[src/rtl/fft_pkg.sv]
// Shared FFT datapath definitions: butterfly mode encoding plus rounding and
// saturation helpers. The helpers work on 64-bit signed values; callers size-cast.
package fft_pkg;

  localparam logic MODE_DIT  = 1'b0;
  localparam logic MODE_IDIT = 1'b1;

  // Round half toward +inf, then arithmetic shift right by sh (sh >= 1).
  function automatic logic signed [63:0] rnd_shr(input logic signed [63:0] v, input int sh);
    logic signed [63:0] half;
    half = 64'sd1 <<< (sh - 1);
    return (v + half) >>> sh;
  endfunction

  function automatic logic signed [63:0] sat_dw(input logic signed [63:0] v, input int dw);
    logic signed [63:0] hi;
    logic signed [63:0] lo;
    hi = (64'sd1 <<< (dw - 1)) - 64'sd1;
    lo = -(64'sd1 <<< (dw - 1));
    if (v > hi) return hi;
    if (v < lo) return lo;
    return v;
  endfunction

endpackage

[src/rtl/cmul_round.sv]
// Complex multiply t = W*Y (or conj(W)*Y) with rounding, covering the first two
// pipeline stages of the butterfly. Stage loads are driven by the top's handshake.
module cmul_round
  import fft_pkg::*;
#(
  parameter int DW   = 9,
  parameter int TW   = 9,
  parameter int FRAC = 8
) (
  input  logic                           clk,
  input  logic                           rst_n,
  input  logic                           ld_s1,
  input  logic                           ld_s2,
  input  logic                           inverse,
  input  logic signed [DW-1:0]           yr,
  input  logic signed [DW-1:0]           yi,
  input  logic signed [TW-1:0]           wr,
  input  logic signed [TW-1:0]           wi,
  output logic signed [DW+TW+1-FRAC:0]   tr,
  output logic signed [DW+TW+1-FRAC:0]   ti
);

  localparam int PW  = DW + TW + 1;
  localparam int SW  = DW + TW + 2;
  localparam int TRW = SW - FRAC;

  logic signed [DW-1:0]  yr_q, yr_d, yi_q, yi_d;
  logic signed [TW-1:0]  wr_q, wr_d;
  logic signed [TW:0]    wi_q, wi_d, wi_ext;
  logic signed [TRW-1:0] tr_q, tr_d, ti_q, ti_d;
  logic signed [PW-1:0]  p_rr, p_ii, p_ri, p_ir;
  logic signed [SW-1:0]  pr, pi;

  always_comb begin
    yr_d   = yr_q;
    yi_d   = yi_q;
    wr_d   = wr_q;
    wi_d   = wi_q;
    // One extra bit so that negating -2^(TW-1) cannot wrap.
    wi_ext = (TW+1)'(wi);
    if (ld_s1) begin
      yr_d = yr;
      yi_d = yi;
      wr_d = wr;
      unique case (inverse)
        MODE_IDIT: wi_d = -wi_ext;
        MODE_DIT:  wi_d = wi_ext;
      endcase
    end

    p_rr = PW'(wr_q) * PW'(yr_q);
    p_ii = PW'(wi_q) * PW'(yi_q);
    p_ri = PW'(wr_q) * PW'(yi_q);
    p_ir = PW'(wi_q) * PW'(yr_q);
    pr   = SW'(p_rr) - SW'(p_ii);
    pi   = SW'(p_ri) + SW'(p_ir);

    tr_d = ld_s2 ? TRW'(rnd_shr(64'(pr), FRAC)) : tr_q;
    ti_d = ld_s2 ? TRW'(rnd_shr(64'(pi), FRAC)) : ti_q;
  end

  always_ff @(posedge clk or negedge rst_n) begin
    if (!rst_n) begin
      yr_q <= '0;
      yi_q <= '0;
      wr_q <= '0;
      wi_q <= '0;
      tr_q <= '0;
      ti_q <= '0;
    end else begin
      yr_q <= yr_d;
      yi_q <= yi_d;
      wr_q <= wr_d;
      wi_q <= wi_d;
      tr_q <= tr_d;
      ti_q <= ti_d;
    end
  end

  assign tr = tr_q;
  assign ti = ti_q;

endmodule

[src/rtl/bfly_r2_pipe.sv]
// Three-stage radix-2 DIT/IDIT butterfly with valid/ready flow control,
// optional /2 scaling, saturation and sticky overflow reporting.
module bfly_r2_pipe
  import fft_pkg::*;
#(
  parameter int DW   = 9,
  parameter int TW   = 9,
  parameter int FRAC = 8
) (
  input  logic                 clk,
  input  logic                 rst_n,
  input  logic                 in_valid,
  output logic                 in_ready,
  input  logic                 inverse,
  input  logic                 scale,
  input  logic signed [DW-1:0] xr,
  input  logic signed [DW-1:0] xi,
  input  logic signed [DW-1:0] yr,
  input  logic signed [DW-1:0] yi,
  input  logic signed [TW-1:0] wr,
  input  logic signed [TW-1:0] wi,
  output logic                 out_valid,
  input  logic                 out_ready,
  output logic signed [DW-1:0] x0r,
  output logic signed [DW-1:0] x0i,
  output logic signed [DW-1:0] x1r,
  output logic signed [DW-1:0] x1i,
  output logic                 ovf,
  output logic                 ovf_sticky,
  input  logic                 clr_ovf
);

  localparam int TRW = DW + TW + 2 - FRAC;

  logic en, ld1, ld2, ld3;
  logic v1_q, v1_d, v2_q, v2_d, vo_q, vo_d;
  logic signed [DW-1:0] s1_xr_q, s1_xr_d, s1_xi_q, s1_xi_d;
  logic signed [DW-1:0] s2_xr_q, s2_xr_d, s2_xi_q, s2_xi_d;
  logic s1_scale_q, s1_scale_d, s2_scale_q, s2_scale_d;
  logic signed [DW-1:0] x0r_q, x0r_d, x0i_q, x0i_d, x1r_q, x1r_d, x1i_q, x1i_d;
  logic ovf_q, ovf_d, sticky_q, sticky_d;
  logic signed [TRW-1:0] tr, ti;
  logic signed [63:0] sum [4];
  logic signed [63:0] pre [4];
  logic signed [DW-1:0] sat [4];
  logic clip;

  // A stage loads only when the pipe advances and its upstream stage holds a sample.
  assign en  = !vo_q || out_ready;
  assign ld1 = en && in_valid;
  assign ld2 = en && v1_q;
  assign ld3 = en && v2_q;

  cmul_round #(.DW(DW), .TW(TW), .FRAC(FRAC)) u_cmul (
    .clk     (clk),
    .rst_n   (rst_n),
    .ld_s1   (ld1),
    .ld_s2   (ld2),
    .inverse (inverse),
    .yr      (yr),
    .yi      (yi),
    .wr      (wr),
    .wi      (wi),
    .tr      (tr),
    .ti      (ti)
  );

  always_comb begin
    v1_d       = en ? in_valid : v1_q;
    v2_d       = en ? v1_q     : v2_q;
    vo_d       = en ? v2_q     : vo_q;
    s1_xr_d    = ld1 ? xr    : s1_xr_q;
    s1_xi_d    = ld1 ? xi    : s1_xi_q;
    s1_scale_d = ld1 ? scale : s1_scale_q;
    s2_xr_d    = ld2 ? s1_xr_q    : s2_xr_q;
    s2_xi_d    = ld2 ? s1_xi_q    : s2_xi_q;
    s2_scale_d = ld2 ? s1_scale_q : s2_scale_q;

    sum[0] = 64'(s2_xr_q) + 64'(tr);
    sum[1] = 64'(s2_xi_q) + 64'(ti);
    sum[2] = 64'(s2_xr_q) - 64'(tr);
    sum[3] = 64'(s2_xi_q) - 64'(ti);
    clip   = 1'b0;
    for (int i = 0; i < 4; i++) begin
      pre[i] = s2_scale_q ? rnd_shr(sum[i], 1) : sum[i];
      sat[i] = DW'(sat_dw(pre[i], DW));
      clip   = clip | (64'(sat[i]) != pre[i]);
    end

    x0r_d = ld3 ? sat[0] : x0r_q;
    x0i_d = ld3 ? sat[1] : x0i_q;
    x1r_d = ld3 ? sat[2] : x1r_q;
    x1i_d = ld3 ? sat[3] : x1i_q;
    ovf_d = ld3 ? clip   : ovf_q;

    // A fresh overflow wins over a same-cycle clear.
    sticky_d = (vo_q && ovf_q) ? 1'b1 : (clr_ovf ? 1'b0 : sticky_q);
  end

  always_ff @(posedge clk or negedge rst_n) begin
    if (!rst_n) begin
      v1_q       <= 1'b0;
      v2_q       <= 1'b0;
      vo_q       <= 1'b0;
      s1_xr_q    <= '0;
      s1_xi_q    <= '0;
      s1_scale_q <= 1'b0;
      s2_xr_q    <= '0;
      s2_xi_q    <= '0;
      s2_scale_q <= 1'b0;
      x0r_q      <= '0;
      x0i_q      <= '0;
      x1r_q      <= '0;
      x1i_q      <= '0;
      ovf_q      <= 1'b0;
      sticky_q   <= 1'b0;
    end else begin
      v1_q       <= v1_d;
      v2_q       <= v2_d;
      vo_q       <= vo_d;
      s1_xr_q    <= s1_xr_d;
      s1_xi_q    <= s1_xi_d;
      s1_scale_q <= s1_scale_d;
      s2_xr_q    <= s2_xr_d;
      s2_xi_q    <= s2_xi_d;
      s2_scale_q <= s2_scale_d;
      x0r_q      <= x0r_d;
      x0i_q      <= x0i_d;
      x1r_q      <= x1r_d;
      x1i_q      <= x1i_d;
      ovf_q      <= ovf_d;
      sticky_q   <= sticky_d;
    end
  end

  assign in_ready   = en;
  assign out_valid  = vo_q;
  assign x0r        = x0r_q;
  assign x0i        = x0i_q;
  assign x1r        = x1r_q;
  assign x1i        = x1i_q;
  assign ovf        = ovf_q;
  assign ovf_sticky = sticky_q;

endmodule

[config.mk]
export PLATFORM = sky130hd
export DESIGN_NAME = bfly_r2_pipe
export DESIGN_NICKNAME = d
export VERILOG_FILES = /design/src/rtl/fft_pkg.sv /design/src/rtl/cmul_round.sv /design/src/rtl/bfly_r2_pipe.sv
export SDC_FILE = /design/constraint.sdc
export NUM_CORES = 1
export LEC_CHECK = 0
export CORE_MARGIN = 5
export CORE_UTILIZATION = 60
export DETAILED_ROUTE_END_ITERATION = 12
export PLACE_DENSITY = 0.79
export SYNTH_ARGS = -nofsm -noshare
export SYNTH_HDL_FRONTEND = slang
export SYNTH_SLANG_ARGS = --single-unit
[constraint.sdc]
create_clock -name clk -period 13.9 [get_ports clk]
set_input_delay 2.78 -clock clk [delete_from_list [all_inputs] [get_ports clk]]
set_output_delay 2.78 -clock clk [all_outputs]
set_load 0.02 [all_outputs]
==> metrics.md <==
| Metric | Value |
|---|---|
| Outcome | complete, no violations |
| Setup CP Type | register to register |
| Rel. slew slack | 34.0% |
| DP Worst Slack | 6.49 ns |
| Critical-path cell list | nand2_1 -> fa_1 -> inv_1 -> fa_1 -> fa_1 -> fa_1 -> inv_1 -> fa_1 -> inv_1 -> fa_1 -> fa_1 -> ha_1 -> or3_1 -> a31o_2 -> a41oi_1 -> o211ai_1 -> and3_1 -> or2_2 -> a21oi_1 -> xor2_1 -> o21ai_0 |
| H-tree levels | 4 |
| Vias/cell | 5.70 |
| Post-CTS sizing | 0 |
| Vias in the first global route | approximately 19,000 |
| DRT antenna net count | 0 |
| Highest net fanout along the worst path | 19 |
| Adder-cell area share of the yosys netlist | between 40% and 50% |
| # port buffers | 100 |
| CP max stage cell | dfrtp_1 |
| Delay of the slowest critical-path stage | between 0.7 and 0.8 ns |
| Synth area leaders | fa_1 (32%), dfrtp_1 (15%), ha_1 (11%), inv_1 (7.4%), and2_1 (4.7%) |
| Placed inst area | ~25,000 um^2 |
| CP arrival | between 7 and 8 ns |
| Die W | roughly 210 um |
| DR WL/cell | between 15 and 20 um |
| Antenna violations before repair | 1 |
| Hold-fix buffers, CTS | 0 |
| Post-synthesis mux area share | about 3.5% |
| Post-synth top flop | dfrtp_1 |
| Simple-gate portion of the synthesized area | between 10% and 20% |
| Req. time, crit path | around 14 ns |
| Maximum achievable frequency | between 0.1 and 0.15 GHz |
| Synth Register Bits | 140 |
| Root buffer cell | clkbuf_16 |
| Cell accounting for the most synthesized area | fa_1 |
| Xor/xnor share of the synthesized area | under 10% |
| Setup ws final | about 6.5 ns |
| CP bufs+invs | 3 |
| Max Root-Sink Buffers | 2 |
| Worst Tran Pin Value | ~0.98 ns |
| CTS tree | done |
| Row count | just over 70 |
| Post-detail-place hpwl | approximately 45,000 um |
| DIE AREA | 42,900 um^2 |
| Crit path launch type | register |
| Placed cells | approximately 3,000 |
| Worst-path clk slew | around 0.070 ns |
| Top cell by count, worst path | fa_1 |
| Die Span Y | approximately 210 um |
| Largest net degree at the start of global routing | 89 |
| Post-synth EDFFs | 0 |
| Cts bufs inserted | 17 |
| Synth top area share | roughly a third |
| YS warnings | 0 |
| Worst hold path class | register to register |
| Syn Std Cell Area | about 23,000 um^2 |
| Setup tns final | 0 ns |
| Maximum Capacitance Violations | 0 |
| Syn avg cell area | between 9 and 10 um^2 |
| DRC viols | 0 |
| Fin area | 25,200 um^2 |
| Worst setup EP type | register |
| Cell count after synthesis | approximately 2,500 |
| Distinct cells, synth | between 90 and 100 |
| RSZ-0062 raised after global routing | false |
| First-pass detailed-route iteration total | 6 |
| Share of the yosys chip area belonging to registers | ~15% |
| Total Nets Final | ~3,100 |
| RD Place Congestion | roughly 0.9 |
| Synth Area in Compound Gates | ~11% |
| Min Clock Period, post-route | 7.43 ns |
| Tot GR Track Use | a little over a quarter |
| Clk_lat worst skew | ~0.45 ns |
| Worst Skew | 0.0149 ns |
| Placeable core area | 38,600 um^2 |
| Post-synthesis async set-or-reset flop share | 100% |
| First-pass GRT wire length | ~93,000 um |
| Filler Cells Inserted | 3,139 |
| Layout cells sized above 1 | roughly 6% |
| 1st-iter DRT viols | between 1,000 and 1,500 |
| Post-CTS setup buffer count | 0 |
| Combinational family with the most area after synthesis | adder cells |
| Final worst-path cycle share | a little over half |
| Final-report hold violation count | 0 |
| Initial Util | 60.5% |
| Sink Count | between 100 and 150 |
| Area Overhead vs Synth | 8.13% |
| Max Transition Viols Final | 0 |
| # setup viols final | 0 |
| Via count | between 15,000 and 20,000 |
| CP delay by family, top | adder cells |
| Post-Route WL | around 55,000 um |
| IO Pins | between 100 and 150 |
| Non-Filler Instances | approximately 3,000 |
| Synthesized Nets | approximately 3,100 |
| Gr ovfl total | 0 |
[metal layers]
layer | wire, um | share of wire, % | track usage [%]
met5 | 0 | 0 | 0
met4 | 1170 | 2.1 | 6.98
met3 | 3250 | 5.9 | 4.46
met2 | 27700 | 50 | 45.3
met1 | 23100 | 42 | 34.9
[area by class of cell]
type	count	area (um^2)	share of cell area, %
antenna	1	2.50	0.00992
clock buffer	17	425	1.69
clock inverter	15	191	0.759
inverter	462	1730	6.88
multi-input combinational	1769	17600	69.9
sequential	140	3500	13.9
tap	518	648	2.57
timing repair buffer	111	1080	4.30
[through the flow]
step | hold slack, ns | util [%]
after floorplan | 0.451 | -
after global placement | 0.461 | 63.8
final | 0.479 | 65.4
after global routing | 0.496 | 65.4
after CTS | 0.480 | 65.4
after detailed placement | 0.465 | 63.8
[cells in the final DEF (no fill, tap or decap), types with 38 or more instances in the layout]
| cell type | netlist | final |
|---|---|---|
| inv_1 | 462 | 462 |
| fa_1 | 375 | 375 |
| nand2_1 | 244 | 242 |
| ha_1 | 202 | 202 |
| and2_1 | 176 | 176 |
| dfrtp_1 | 140 | 139 |
| clkdlybuf4s50_1 | 0 | 99 |
| o21ai_0 | 83 | 83 |
| nor2_1 | 79 | 79 |
| mux2_2 | 67 | 67 |
| xnor2_1 | 59 | 59 |
| a21oi_1 | 43 | 43 |
| nand2b_1 | 38 | 38 |
[logic make-up after synthesis]
| family | count (synthesis) |
|---|---|
| compound gates | 358 |
| buf+inv | 576 |
| xor+xnor | 82 |
| mux | 73 |
| flops | 140 |
| fa+ha+maj | 577 |
| simple gates | 679 |
[synth_stat cells, types with 6 or more instances]
library cell  number
inv_1            462
fa_1             375
nand2_1          244
ha_1             202
and2_1           176
dfrtp_1          140
clkbuf_1          98
o21ai_0           83
nor2_1            79
mux2_2            67
xnor2_1           59
a21oi_1           43
nand2b_1          38
nor3_1            33
a21o_1            28
a211oi_1          24
xor2_1            23
nand3_1           22
o211ai_1          17
o21a_1            17
a31oi_1           15
nor2b_1           15
a22o_1            12
o31ai_1           11
or3_1             11
nand4_1           10
and3_1             9
buf_2              9
a32oi_1            8
o31a_1             7
or2_2              7
a311oi_1           6
mux2i_1            6
nor4_1             6
o2111ai_1          6
o311ai_0           6
or4_1              6
[worst paths after layout]
kind,startpoint,slack (ns),endpoint,cells past startpoint
max in group asynchronous,rst_n,10.22,u_cmul.yr_q[1],2
worst max register to register,u_cmul.wr_q[3],6.47,u_cmul.tr[8],21
worst min register to register,x0r[6],0.48,x0r[6],1
worst min-delay path,x0r[6],0.48,x0r[6],1
worst max-delay path,u_cmul.wr_q[3],6.47,u_cmul.tr[8],21
min in group asynchronous,rst_n,2.40,x0i[0],1
Power is not shown: default switching activity piles up to over one toggle a cycle in this logic, so the estimate is an artifact.
==> variant 1 (same settings) <==
`FRAC` is set to 8 in 2 places; all go to 9.
--- a/src/rtl/cmul_round.sv
+++ b/src/rtl/cmul_round.sv
@@ -5,7 +5,7 @@
 #(
   parameter int DW   = 9,
   parameter int TW   = 9,
-  parameter int FRAC = 8
+  parameter int FRAC = 9
 ) (
   input  logic                           clk,
   input  logic                           rst_n,
--- a/src/rtl/bfly_r2_pipe.sv
+++ b/src/rtl/bfly_r2_pipe.sv
@@ -5,7 +5,7 @@
 #(
   parameter int DW   = 9,
   parameter int TW   = 9,
-  parameter int FRAC = 8
+  parameter int FRAC = 9
 ) (
   input  logic                 clk,
   input  logic                 rst_n,
Function: changed (Yosys sat finds a counterexample within 4 cycles, from zero or initial values and one cycle with rst_n low).
==> variant 1 against the original RTL <==
Area after synthesis fell by 3.0%. Design area is 3.0% lower. Sequential cell count fell by 2. Routed wire length decreased by 2.9%. Worst setup slack better by 0.028 ns. Critical path depth up 2. Critical path type unchanged. Largest cell class unchanged. Highest routed layer unchanged.
Power is not shown: default switching activity piles up to over one toggle a cycle in this logic, so the estimate is an artifact.
==> variant 1: results (changes against the original RTL) <==
Overall Global Routing Usage 0.2715 (+0.008277); Worst EP arrival 7.72 ns (about the same); ant diodes 0 (-1); DRT Wirelength 53.66 mm (-2.9%); cells on worst reg2reg path 23 (+9.5%); Hold EP x1i[1]; largest net degree at the start of global routing 73 (-18%); placed cell area 23900 sq um (-2.9%); 1st-iter DRT viols 1213 (-11%); vias in the first global route 17806 (-3.9%); synth cell count leaders inv_1, fa_1, nand2_1; Synth area leaders fa_1, dfrtp_1, ha_1; Nets 3060 (-2.5%); via count 16919 (-2.1%); register area share after synthesis 0.1526 (+0.002356); # fillers 2985 (-4.9%); RePlAce Congestion 0.8800 (-1.9%); clk_lat worst skew 0.47 ns (+0.02 ns); first-pass GRT wire length 90.12 mm (-3.0%); hpwl dp 42.67 mm (-4.2%); Slew headroom 0.2910 (-0.04908); crit path max fanout 18 (-1); drt pass-1 iters 7 (+1); RR Endpoint u_cmul.tr[9]; Hold Startpoint x1i[1]; r2r startpoint u_cmul.yr_q[8]; FF-to-FF setup slack 6.50 ns (+0.03 ns); status finished clean; ys async rst share 1.000 (unchanged); share of cells above drive strength 1 0.05296 (-0.007108); Storage cell area 3455 sq um (-1.4%); Synth cell types 82 (-12%); initial antenna violation count 0 (-1); Hold WS 0.4769 ns (-0.002212 ns); clk_skew 0.01585 ns (+0.0009442 ns); hold-critical path depth 2 (+1)
[variant 1: cell types whose count changed after synthesis, moves of 8 or more]
cell,delta
nand2_1,+15
a21oi_1,+8
and2_1,-24
o22a_1,+17
o21a_1,-8
a22o_1,-10
a21o_1,-11
clkbuf_1,+11
a211oi_1,-12
inv_1,-24
[variant 1: logic make-up (layout without fill, tap and decap cells)]
logic type / count (synthesis) / in the layout / share of synthesized area
xor+xnor: 82 / 82 / 0.03173
simple gates: 665 / 665 / 0.1460
compound gates: 321 / 321 / 0.09762
buf+inv: 557 / 580 / 0.09292
mux: 74 / 74 / 0.03637
fa+ha+maj: 576 / 576 / 0.4428
flops: 138 / 138 / 0.1526
[variant 1: routing by layer]
| metal | routed length (um) | vias to the layer above | GRT usage |
|---|---|---|---|
| met5 | 0 | - | 0 |
| met4 | 1913 | 0 | 0.09237 |
| met3 | 3444 | 147 | 0.04998 |
| met2 | 27270 | 626 | 0.4723 |
| met1 | 21030 | 8452 | 0.3433 |
| li1 | - | 7694 | - |
[variant 1: through the flow]
step,setup slack (ns),instances
3_5_place_dp,6.507,2915
6_report,6.497,2947
5_1_grt,6.037,2947
2_1_floorplan,7.031,2413
4_1_cts,6.517,2947
3_3_place_gp,6.737,2915
[variant 1: worst max-delay path, stage by stage (launching register included)]
cell and delay [ns]:
dfrtp_1 0.78, inv_1 0.29, nor2_1 0.20, fa_1 0.43, inv_1 0.09, fa_1 0.38, inv_1 0.09, fa_1 0.41
inv_1 0.08, fa_1 0.43, fa_1 0.54, inv_1 0.05, fa_1 0.48, ha_1 0.31, ha_1 0.21, a2111oi_0 0.39
o21ai_0 0.20, a31o_2 0.28, a21o_1 0.22, a311oi_1 0.50, nor3_1 0.11, a2111oi_0 0.50, xor2_1 0.18, o21ai_0 0.08
[variant 1: how the worst max path moves through the flow]
stage | start | end | slack, ns | depth (start not counted)
after floorplan | u_cmul.yi_q[0] | u_cmul.tr[9] | 7.03 | 24
after global placement | u_cmul.yr_q[8] | u_cmul.tr[9] | 6.74 | 23
after detailed placement | u_cmul.yr_q[8] | u_cmul.tr[9] | 6.51 | 23
after CTS | u_cmul.yr_q[8] | u_cmul.tr[9] | 6.52 | 23
after global routing | u_cmul.wi_q[4] | u_cmul.tr[9] | 6.04 | 20
final | u_cmul.yr_q[8] | u_cmul.tr[9] | 6.50 | 23
[variant 1: area by class of cell]
class	count	area share
clock buffers	19	0.01811
clock inverters	13	0.004962
inverters	439	0.06737
multi-input cells	1718	0.6985
flip-flops and latches	138	0.1412
well taps	511	0.02614
repair buffers	109	0.04374
==> variant 2 (same flow settings) <==
Without the edit above. Register the output `ovf_sticky` once more, with the module's reset; this adds one clock of latency there. The other outputs are not delayed to match.
--- a/src/rtl/bfly_r2_pipe.sv
+++ b/src/rtl/bfly_r2_pipe.sv
@@ -140,7 +140,13 @@
   assign x1r        = x1r_q;
   assign x1i        = x1i_q;
   assign ovf        = ovf_q;
-  assign ovf_sticky = sticky_q;
+  always_ff @(posedge clk or negedge rst_n) begin
+    if (!rst_n) begin
+      ovf_sticky <= '0;
+    end else begin
+      ovf_sticky <= sticky_q;
+    end
+  end
 
 endmodule
 
Check against the original RTL: not settled (the Yosys comparison gave no result); the edit may change what the design does.
==> variant 2 against the original RTL <==
Area after synthesis rose by 2.7%. Worst setup slack improved by 0.14 ns. Routed wire length rose by 0.56%. Non-clock buffer count fell by 1. Count of clock-buffer cells in the layout rose by 1. Die area rose by 2.5%. Design area rose by 2.2%. Sequential cell count rose by 1. Highest routed layer unchanged.
Power is left out: the tool's default activity adds up to more than one toggle a clock period on the data nets, which glitch-free logic cannot reach.
==> variant 2: results (changes against the original RTL) <==
status finished clean; via count 18137 (+4.9%); RR Endpoint u_cmul.ti[10]; # fillers 3233 (+3.0%); Max Root-Sink Buffers 2 (unchanged); worst slack, placed 6.631 ns (+0.1449 ns); crit path max fanout 20 (+1); clk_lat worst skew 0.47 ns (+0.02 ns); r2r startpoint u_cmul.yr_q[7]; ys async rst share 1.000 (unchanged); Port Buffers 100 (unchanged); share of cells above drive strength 1 0.06070 (+0.0006355); clk_skew 0.01829 ns (+0.003380 ns); DRT Wirelength 55.56 mm (+0.56%); ant diodes 0 (-1); RePlAce Congestion 0.8982 (+0.11%); Worst EP arrival 7.61 ns (-0.11 ns); Num CTS Buffers 17 (unchanged); register area share after synthesis 0.1473 (-0.002863); Hold Startpoint sticky_q; vias in the first global route 19157 (+3.4%); hold-critical path depth 0 (-1); initial antenna violation count 0 (-1); Slew headroom 0.2610 (-0.07909); synth cell count leaders inv_1, fa_1, nand2_1; Synth area leaders fa_1, dfrtp_1, ha_1; cells on worst reg2reg path 21 (unchanged); FF-to-FF setup slack 6.61 ns (+0.14 ns); hold crit path type flip-flop to flip-flop; first-pass GRT wire length 94.36 mm (+1.6%); Overall Global Routing Usage 0.2621 (-0.001120); Synth cell types 95 (+2.2%); slowest stage delay, CP 0.85 ns (+0.08 ns); 1st-iter DRT viols 1335 (-1.8%); Synth Net Count 3231 (+3.5%); Hold EP ovf_sticky; Clock transition at path regs 0.08 ns; Hold WS 0.3966 ns (-0.08252 ns); hpwl dp 43.70 mm (-1.9%); Root Buffer clkbuf_16
[variant 2: changes by cell type in the layout (fill, tap and decap cells not counted), moves of 11 or more]
cell      unedited run  this run
a211oi_1            24         9
a21o_1              28        15
a21oi_1             43        65
and2_1             176       190
inv_1              462       447
nand2_1            242       269
nor3_1              33        22
o21ai_0             83       115
[variant 2: final cells by class]
type	count	share of cell area
Clock buffer	18	0.01665
Multi-Input combinational cell	1873	0.7064
Inverter	447	0.06508
Tap cell	525	0.02548
Sequential cell	141	0.1369
Timing Repair Buffer	110	0.04179
Clock inverter	14	0.007668
[variant 2: worst max path at each step]
stage | slack [ns] | to | depth (start not counted) | startpoint
CTS | 6.61 | u_cmul.ti[10] | 22 | u_cmul.yi_q[8]
global placement | 6.89 | u_cmul.ti[11] | 20 | u_cmul.yr_q[7]
floorplan | 7.10 | u_cmul.ti[10] | 26 | u_cmul.wi_q[4]
finish | 6.61 | u_cmul.ti[10] | 21 | u_cmul.yr_q[7]
detailed placement | 6.63 | u_cmul.ti[10] | 22 | u_cmul.yi_q[8]
global route | 6.28 | u_cmul.tr[8] | 21 | u_cmul.wr_q[3]
[variant 2: per-stage QoR]
stage,instances,utilization,cell area [sq um]
final,3128,0.6504,25780
after global routing,3128,0.6504,25780
after CTS,3128,0.6504,25780
after detailed placement,3096,0.6346,25150
after global placement,3096,0.6346,25150
after floorplan,2593,-,23950
[variant 2: logic make-up (layout without fill, tap and decap cells)]
family | after synthesis | in the layout | synth area share
AND/OR/NAND/NOR | 736 | 736 | 0.1579
buffers and inverters | 579 | 589 | 0.09274
adder cells (fa/ha/maj) | 577 | 577 | 0.4190
AO/OA/AOI/OAI | 402 | 402 | 0.1178
flip-flops | 141 | 141 | 0.1473
XOR/XNOR | 83 | 83 | 0.03036
multiplexers | 75 | 75 | 0.03485
[variant 2: critical path, delay by kind of cell (launching register included)]
family	cells	cell delay [ns]
adder cells (fa/ha/maj)	8	3.96
AO/OA/AOI/OAI	7	1.59
XOR/XNOR	1	0.15
flip-flops	1	0.85
AND/OR/NAND/NOR	3	0.48
buffers and inverters	2	0.11
[variant 2: routing by layer]
| layer | vias to the layer above | wire length (um) | track usage |
|---|---|---|---|
| met5 | - | 0 | 0 |
| met2 | 588 | 28170 | 0.4606 |
| met1 | 9082 | 22450 | 0.3368 |
| met3 | 112 | 3371 | 0.04544 |
| li1 | 8355 | - | - |
| met4 | 0 | 1567 | 0.07066 |
